$ cat src/rtl/serial_frame_rx.sv
// serial_frame_rx: hunts a SYNC_W-bit sync pattern in a serial stream, then deserialises DATA_W bits MSB-first.
// Latency: VALID rises right after the edge that samples the last payload bit (DATA_W edges after the sync match).
// Backpressure: a word held in DATA_OUT waits for READY; a word completing while the previous one is untaken is dropped and OVERRUN pulses.
//
// Ports:
//   CLK      clock, all state changes on the rising edge
//   RST      asynchronous active-high reset
//   D_IN     serial bit, sampled every rising edge
//   DATA_OUT received payload word, MSB = first payload bit received
//   VALID    DATA_OUT holds an untaken word
//   READY    consumer accepts the word when VALID && READY at a rising edge
//   BUSY     high while a payload is being received
//   OVERRUN  one-cycle pulse when a completed word is dropped
module serial_frame_rx #(
  parameter int                DATA_W       = 8,
  parameter int                SYNC_W       = 4,
  parameter logic [SYNC_W-1:0] SYNC_PATTERN = 4'b1011
) (
  input  logic              CLK,
  input  logic              RST,
  input  logic              D_IN,
  output logic [DATA_W-1:0] DATA_OUT,
  output logic              VALID,
  input  logic              READY,
  output logic              BUSY,
  output logic              OVERRUN
);

  localparam int FILL_W = $clog2(SYNC_W + 1);
  localparam int CNT_W  = $clog2(DATA_W + 1);

  localparam logic [0:0] HUNT = 1'b0;
  localparam logic [0:0] RECV = 1'b1;

  logic [0:0]        state;
  logic [SYNC_W-1:0] window;
  logic [FILL_W-1:0] fill;
  logic [CNT_W-1:0]  bit_cnt;
  logic [DATA_W-1:0] shreg;

  logic [SYNC_W-1:0] win_next;
  logic [FILL_W-1:0] fill_next;
  logic [DATA_W-1:0] shift_next;
  logic              sync_hit;
  logic              word_done;

  always_comb begin
    // Truncating casts keep the newest bits; this also covers 1-bit widths.
    win_next   = SYNC_W'({window, D_IN});
    shift_next = DATA_W'({shreg, D_IN});
    fill_next  = (fill == FILL_W'(SYNC_W)) ? fill : fill + FILL_W'(1);
    // Match is evaluated on the window including the bit sampled this edge,
    // and only once SYNC_W bits have been collected since the last clear.
    sync_hit   = (state == HUNT) && (fill_next == FILL_W'(SYNC_W)) &&
                 (win_next == SYNC_PATTERN);
    word_done  = (state == RECV) && (bit_cnt == CNT_W'(DATA_W - 1));
  end

  assign BUSY = (state == RECV);

  always_ff @(posedge CLK or posedge RST) begin
    if (RST) begin
      state    <= HUNT;
      window   <= '0;
      fill     <= '0;
      bit_cnt  <= '0;
      shreg    <= '0;
      DATA_OUT <= '0;
      VALID    <= 1'b0;
      OVERRUN  <= 1'b0;
    end else begin
      OVERRUN <= 1'b0;

      if (state == HUNT) begin
        window <= win_next;
        fill   <= fill_next;
        if (sync_hit) begin
          state   <= RECV;
          bit_cnt <= '0;
        end
      end else begin
        shreg   <= shift_next;
        bit_cnt <= bit_cnt + CNT_W'(1);
        if (word_done) begin
          // Start the next hunt from an empty window so payload bits can
          // never complete a sync pattern.
          state   <= HUNT;
          window  <= '0;
          fill    <= '0;
          bit_cnt <= '0;
        end
      end

      if (word_done) begin
        if (!VALID || READY) begin
          DATA_OUT <= shift_next;
          VALID    <= 1'b1;
        end else begin
          OVERRUN  <= 1'b1;
        end
      end else if (VALID && READY) begin
        VALID <= 1'b0;
      end
    end
  end

endmodule

$ cat config.mk
export PLATFORM = sky130hd
export DESIGN_NAME = serial_frame_rx
export DESIGN_NICKNAME = d
export VERILOG_FILES = /design/src/rtl/serial_frame_rx.sv
export SDC_FILE = /design/constraint.sdc
export NUM_CORES = 1
export LEC_CHECK = 0
export BUFFER_PORTS_ARGS = -buffer_cell sky130_fd_sc_hd__buf_2
export CORE_UTILIZATION = 30
export CTS_CLUSTER_SIZE = 10
export DETAILED_ROUTE_END_ITERATION = 10
export PLACE_DENSITY_LB_ADDON = 0.1
export REMOVE_ABC_BUFFERS = 1
export SYNTH_ARGS = -nofsm -noshare
export SYNTH_HDL_FRONTEND = slang
export SYNTH_SLANG_ARGS = --single-unit
$ cat constraint.sdc
create_clock -name CLK -period 1.97 [get_ports CLK]
set_input_delay 0.2955 -clock CLK [delete_from_list [all_inputs] [get_ports CLK]]
set_output_delay 0.2955 -clock CLK [all_outputs]
set_load 0.02 [all_outputs]
# After elaboration in Yosys (flattened, before gate mapping)
# Cells that the tools add are included.
# op_classes
n_addsub	2
n_eq_ne	6
mux	16
n_bitwise	1
reduce_logical	10
# ops
cell	n
2-to-1 mux 3 bit	5
2-to-1 mux 4 bit	3
2-to-1 mux 1 bit	8
equality test 3 bit, second input constant	2
adder 4 x 1 -> 4 bit, second input constant	1
equality test 4 x 3 -> 1 bit, second input constant	1
equality test 4 bit, second input constant	1
logical AND 1 bit	4
!= test 2 x 1 -> 1 bit, second input constant	2
AND reduction 2 bit	2
nonzero test 2 bit	2
adder 3 x 1 -> 3 bit, second input constant	1
zero test 1 bit	1
logical OR 1 bit	1
inverter 1 bit	1
# word_totals
reg_bits	28
in_bits	4
word_cells	43

# Longest topological paths before layout
# Gate-level depths: netlist of the first run.
# logic_depth
depth_word	7
depth_mapped	6
depth_no_buf	6

# Worst setup path after synthesis of the first run
# OpenSTA, ideal clock, no wires.
# synth_path
path_type	register to register
startpoint	register bit_cnt[0]
endpoint	register DATA_OUT[0]
setup_ps	125
arrival_time_ps	1390
t_required_ps	1845
slack_ps	455
stages_incl_launch_ff	7
n_path_buf	1
period_less_slack_ps	1515
path_cell_list	dfrtp_1 ha_1 nor2b_4 nand3_4 nor2b_4 buf_12 mux2_4
# synth_via
elab_chain_len	3
# synth_rtl
item	line_no	source
start, declared	38	logic [CNT_W-1:0] bit_cnt;
start signal, assigned	83	bit_cnt <= bit_cnt + CNT_W'(1);
equality test 4 x 3 -> 1 bit	56	word_done = (state == RECV) && (bit_cnt == CNT_W'(DATA_W - 1));
logical AND 1 bit	56	
AND reduction 2 bit (no line)	n/a	
end signal, assigned	96	DATA_OUT <= shift_next;
end, declared	22	output logic [DATA_W-1:0] DATA_OUT,
# Every way passes these cells.
# A chain may end at the register's enable or synchronous reset.

# Final worst setup path of the first run
# layout_path
startpoint	register bit_cnt[0]
endpoint	register DATA_OUT[5]
# The elaborated chain is that of the path after synthesis.

==> metrics, run 1 <==
Area contributors post-synth=dfrtp_1 55%, mux2_4 9.5%, mux2_2 6.2%; Ports=15; WP buf/inv=0; setup TNS=0 ns; largest net degree at the start of global routing=29; status=finished, final reports clean; Final Hold Viols=0; Fillers=407; clock buffer count from CTS=3; H-Tree Depth=1; post-synth top area share=55.3%; Crit Path Class=register to register; total track usage=roughly 11%; routability congestion estimate from global placement=roughly 0.71; commonest non-fill, non-tap cells in the layout=28 x dfrtp_1, 14 x buf_2, 8 x mux2_4, 7 x inv_1, 7 x mux2_2; Worst setup EP type=register; Setup violations, final=0; leakage power=just over 0.7 nW; worst rel slew slack=approximately 76%; Slowest-stage cell, CP=dfrtp_1; post-route ant nets=0; Synth cell types=29; R2R setup slack=approximately 0.28 ns; Gate Count Post-Synth=93; CP peak stage delay=~0.4 ns; Max Slew Vio Count=0; Final Net Count=119; nature of the critical path startpoint=register; mean cell area of the mapped netlist=13.6 sq um; Rows=23; unrepaired setup endpoints after global routing=false; final instance area=approximately 0.0015 sq mm; hold crit path type=input port to asynchronous set/reset pin; CP Data Arrival Time=1.85 ns; CTS Root Buffer Type=clkbuf_8; # port buffers=14; Chip Width=about 67 um; dpl cell area=approximately 0.0014 sq mm; Max clock buf depth=2; slew at the pin closest to its max-slew limit=between 0.3 and 0.4 ns; MaxCap Viol Count=0; Starting Density=31.4%; area of the die=0.00448 sq mm; CTS hold repair buffers=0; First-pass DRT Iterations=3; Sink Count=28; antenna violations before repair=0; Seq/Total Area, Yosys=55.3%; layout cells sized above 1=about two fifths; core area=0.00403 sq mm; Crit Reg-Reg Endpoint=DATA_OUT[5]; fmax=between 500 and 600 MHz; Final min period=1.69 ns; Critical Path Fanout Max=8; routed wire length=slightly above 2000 um; CTS tree=done; worst r2r src=bit_cnt[0]; commonest non-fill, non-tap cell in the layout=dfrtp_1; Area Growth Syn to Fin=15.0%; delay-heaviest family, CP=simple AND/OR/NAND/NOR gates; post-CTS sizing=0; DRT iter0 DRCs=24; diode count=0; Clock Skew=between 0.004 and 0.005 ns; clk_lat worst skew=around 0.27 ns; average wire per standard cell=between 10 and 15 um; DP Wirelength=approximately 1500 um; pwr dens=roughly 1500 mW/mm^2; most used cell, CP=nor2b_4; Reg2Reg Depth=5; die height=~67 um; number of synthesized register bits=28; crit share post-route=between 80% and 90%; top cell type by total area after synthesis=dfrtp_1; clock-pin slew on the worst setup and hold paths=0.10 ns; grt ovf=0; first-pass GRT wire length=approximately 3600 um; # DRC=0; Vias=around 730; worst path cell trace=ha_1 > nor2b_4 > nand3_4 > nor2b_4 > mux2_4; YS warnings=0; vias in the first global route=758; worst path required time=around 2.1 ns; Vias/cell=about 4.6; post-synthesis cell area=0.00127 sq mm; Post CTS Setup Buffer Count=0; worst vdd ir=around 590 uV
## cell usage after synthesis, drive strengths merged
| cell | number |
|---|---|
| nor2b | 3 |
| and3b | 1 |
| dfrtp | 28 |
| mux2 | 15 |
| buf | 3 |
| xnor2 | 1 |
| and3 | 1 |
| nand2b | 2 |
| a21oi | 2 |
| inv | 7 |
| or2 | 1 |
| nand3 | 1 |
| nand2 | 4 |
| mux2i | 3 |
| nor2 | 4 |
| ha | 3 |
| a21boi | 1 |
| a21o | 1 |
| or3 | 1 |
| nor3 | 2 |
| o22ai | 5 |
| nor3b | 1 |
| o21ai | 1 |
| nand4 | 2 |
## metrics by stage
stage	util (%)	cells	hold WS, ns	setup WS (ns)	total power [mW]
floorplan	-	90	0.361	0.278	1.59
global placement	34.4	157	0.377	0.321	1.80
detailed placement	34.4	157	0.387	0.252	1.81
CTS	36.1	161	0.0794	0.258	2.27
global route	36.1	161	0.0975	0.100	2.41
finish	36.1	161	0.0679	0.280	2.24
## worst max-delay path by stage
stage | depth (start not counted) | startpoint | end | slack [ns]
after floorplan | 3 | BUSY | DATA_OUT[0] | 0.28
after global placement | 5 | bit_cnt[0] | DATA_OUT[5] | 0.32
after detailed placement | 5 | bit_cnt[0] | DATA_OUT[2] | 0.25
after CTS | 5 | bit_cnt[0] | DATA_OUT[5] | 0.26
after global routing | 6 | fill[0] | bit_cnt[0] | 0.10
final | 5 | bit_cnt[0] | DATA_OUT[5] | 0.28
## registers in the layout, indices dropped and copies added (netlist names)
| signal | flops |
|---|---|
| fill | 3 |
| bit_cnt | 4 |
| VALID | 1 |
| OVERRUN | 1 |
| BUSY | 1 |
| shreg | 7 |
| DATA_OUT | 8 |
| window | 3 |
## power by group
part	internal, mW	switching, mW	leakage, nW
clock network	0.272	0.175	0.0357
registers	0.803	0.184	0.354
logic	0.418	0.385	0.333
## layer usage
metal  up-vias  global-route usage [%]  wire length (um)
met5         -                       0                 0
met4         0                    3.19                21
met3         2                    3.94                66
met2         9                    16.2               940
met1       370                    15.5              1020
li1        352                       -                 -
## cell families after synthesis
family | synth area share [%]
simple gates | 12.8
flops | 55.3
fa+ha+maj | 2.96
mux | 18.1
xor+xnor | 0.692
buf+inv | 4.94
compound gates | 5.14
## worst min-delay path, stage by stage
cell,delay [ns]
buf_2,0.09
inv_1,0.04
buf_4,0.33
## layout make-up
type                            count  area [sq um]  share of cell area, %
Inverter                            7          26.3                   1.80
Tap cell                           50          62.6                   4.30
Sequential cell                    28           701                   48.1
Timing Repair Buffer               17          92.6                   6.36
Clock inverter                      1          30.0                   2.06
Multi-Input combinational cell     55           503                   34.5
Clock buffer                        3          41.3                   2.84
No activity file was read; power rests on OpenSTA's default activity.
==> run 2, diff against run 1 <==
--- a/config.mk
+++ b/config.mk
@@ -5,12 +5,14 @@
 export SDC_FILE = /design/constraint.sdc
 export NUM_CORES = 1
 export LEC_CHECK = 0
+export ABC_AREA = 1
 export BUFFER_PORTS_ARGS = -buffer_cell sky130_fd_sc_hd__buf_2
 export CORE_UTILIZATION = 30
 export CTS_CLUSTER_SIZE = 10
 export DETAILED_ROUTE_END_ITERATION = 10
 export PLACE_DENSITY_LB_ADDON = 0.1
 export REMOVE_ABC_BUFFERS = 1
+export SETUP_SLACK_MARGIN = 0.2
 export SYNTH_ARGS = -nofsm -noshare
 export SYNTH_HDL_FRONTEND = slang
 export SYNTH_SLANG_ARGS = --single-unit
==> metrics, run 2 <==
setup TNS=0 ns (unchanged); status=finished, final reports clean; Post-synth top cells=34 x nand2_1, 28 x dfrtp_1, 18 x inv_1, 12 x o21ai_0; combinational group share of total power=38.1% (+2.2 points); CTS hold repair buffers=0 (unchanged); # DRC=0 (unchanged); layout cells sized above 1=23.5% (-15 points); Rows=22 (-4.3%); grt ovf=0 (unchanged); area of the die=0.00433 sq mm (-3.5%); met3 usage=3.62% (-0.32 points); hold crit path type=input port to asynchronous set/reset pin; Hold WS=0.0779 ns (+0.0101 ns); average wire per standard cell=10.5 um (-17%); Fillers=378 (-7.1%); post-route ant nets=0 (unchanged); Worst setup EP type=register; CP Data Arrival Time=1.61 ns (-0.24 ns); Crit Path Class=register to register; nature of the critical path startpoint=register; count leader, synth=nand2_1; Seq/Total Area, Yosys=57.4% (+2.1 points); First-pass DRT Iterations=4 (+1); Internal=1.41 mW (-5.4%); Area contributors post-synth=dfrtp_1 57%, nand2_1 10%, o21ai_2 5.7%; core area=0.00377 sq mm (-6.4%); post-CTS sizing=0 (unchanged); Max Slew Vio Count=0 (unchanged); YS warnings=0 (unchanged); Sw Pwr=0.874 mW (+17%); slew at the pin closest to its max-slew limit=0.404 ns (+0.0409 ns); worst rel slew slack=73.0% (-2.8 points); Synth cell types=19 (-34%); mean cell area of the mapped netlist=9.31 sq um (-32%); routed wire length=2070 um (+0.98%); post-synthesis cell area=0.00122 sq mm (-3.7%); post-synth top area share=57.4% (+2.1 points); pwr dens=1610 mW/mm^2 (+4.8%); Gate Count Post-Synth=131 (+41%); grt met1 use=15.2% (-0.23 points); Post-synth EDFFs=0 (unchanged); Vias=877 (+20%); clock buffer count from CTS=3 (unchanged); biggest regs=DATA_OUT (8), shreg (7), bit_cnt (4); clk_lat worst skew=0.27 ns (about the same); worst path required time=2.14 ns (about the same); CTS tree=done; Starting Density=32.3% (+0.92 points); R2R setup slack=0.53 ns (+0.25 ns); Biggest register=DATA_OUT; Max clock buf depth=2 (unchanged); Ports=15 (unchanged); first-pass GRT wire length=3970 um (+11%); final instance area=0.00142 sq mm (-2.5%); number of synthesized register bits=28 (unchanged); crit share post-route=73.2% (-13 points); Post CTS Setup Buffer Count=0 (unchanged); share of synthesized registers carrying an async set or reset=100% (unchanged); largest net degree at the start of global routing=29 (unchanged); Final min period=1.44 ns (-0.248 ns); unrepaired setup endpoints after global routing=false; Area Growth Syn to Fin=16.4%; fmax=693 MHz (+17%); Critical Path Fanout Max=5 (-3); # port buffers=14 (unchanged); CTS Root Buffer Type=clkbuf_8; MaxCap Viol Count=0 (unchanged); Final Net Count=157 (+32%); total track usage=12.1% (+0.96 points); Sink Count=28 (unchanged); vias in the first global route=907 (+20%); sequential share of power=42.5% (-1.6 points); top cell type by total area after synthesis=dfrtp_1; routability congestion estimate from global placement=0.739 (+4.3%); met2 Usage GRT=19.6% (+3.5 points); diode count=0 (unchanged); switching share of total power=38.2% (+4.9 points); die height=65.8 um (-1.8%); Reg2Reg Depth=9 (+4); worst vdd ir=729 uV (+23%); leakage power=0.723 nW (about the same); Chip Width=65.8 um (-1.8%); clock-pin slew on the worst setup and hold paths=0.09 ns (about the same); dpl cell area=0.00135 sq mm (-2.6%); DP Wirelength=1460 um (+0.11%); Synth Flop Type=dfrtp_1; H-Tree Depth=1 (unchanged); GRT busiest layer=met2; Core Util, Final=37.7% (+1.5 points); commonest non-fill, non-tap cells in the layout=34 x nand2_1, 28 x dfrtp_1, 18 x inv_1, 14 x buf_2, 12 x o21ai_0; Setup violations, final=0 (unchanged); commonest non-fill, non-tap cell in the layout=nand2_1; Final Hold Viols=0 (unchanged); Clock Skew=0.00279 ns (-0.00170 ns); Vias/cell=4.45 (-2.2%); antenna violations before repair=0 (unchanged); clock power share=19.4% (-0.6 points); max FFs per register=8 (unchanged); DRT iter0 DRCs=33 (+38%)
[run 2: cell count changes after synthesis, sizes merged, moves of 3 or more]
| cell | change |
|---|---|
| nor2b | -3 |
| nand2 | +33 |
| mux2 | -15 |
| o21ai | +19 |
| o22ai | -3 |
| nand3 | +8 |
| mux2i | -3 |
| inv | +12 |
[run 2: logic make-up after synthesis]
logic type | after synthesis | share of synthesized area, %
compound gates | 24 | 12.5
fa+ha+maj | 3 | 3.08
buf+inv | 22 | 7.79
flops | 28 | 57.4
simple gates | 54 | 19.2
[run 2: through the flow]
| step | setup slack, ns | cells | total power [mW] |
|---|---|---|---|
| floorplan | 0.452 | 128 | 1.61 |
| global placement | 0.550 | 193 | 1.85 |
| detailed placement | 0.525 | 193 | 1.87 |
| CTS | 0.509 | 197 | 2.33 |
| global route | 0.330 | 197 | 2.52 |
| finish | 0.528 | 197 | 2.29 |
[run 2: worst paths after layout]
| check | start | end |
|---|---|---|
| setup / recovery | fill[0] | bit_cnt[2] |
| hold / removal | RST | VALID |
| setup reg to reg | fill[0] | bit_cnt[2] |
| hold reg to reg | DATA_OUT[1] | DATA_OUT[1] |
| max in group asynchronous | RST | window[0] |
| min in group CLK | D_IN | shreg[0] |
[run 2: per-layer routing]
layer,vias to the layer above,part of all wire [%]
li1,450,-
met1,413,49
met2,12,46
met3,2,3.5
met4,0,0.87
met5,-,0
[run 2: worst max-delay path: stages (launching register included)]
cell     delay [ns]
dfrtp_1        0.41
inv_1          0.10
ha_1           0.22
nand2_1        0.08
nand2_1        0.06
nand2_1        0.06
nor2_1         0.11
nand2_1        0.14
nand3_1        0.10
nand2_1        0.05
[run 2: final cells by class]
| type | instances | area, sq um | area share (%) |
|---|---|---|---|
| well taps | 48 | 60.1 | 4.23 |
| clock inverters | 1 | 30.0 | 2.11 |
| clock buffers | 3 | 41.3 | 2.91 |
| repair buffers | 17 | 92.6 | 6.52 |
| inverters | 19 | 71.3 | 5.02 |
| multi-input cells | 81 | 424 | 29.9 |
| flip-flops and latches | 28 | 701 | 49.3 |
[run 2: power by group through the flow]
stage / sequential [mW] / combinational (mW) / clock (mW)
6_report: 0.972 / 0.872 / 0.443
4_1_cts: 0.969 / 0.889 / 0.470
5_1_grt: 1.01 / 1.02 / 0.489
3_5_place_dp: 0.981 / 0.886 / 0
3_3_place_gp: 0.977 / 0.872 / 0
2_1_floorplan: 1.11 / 0.500 / 0
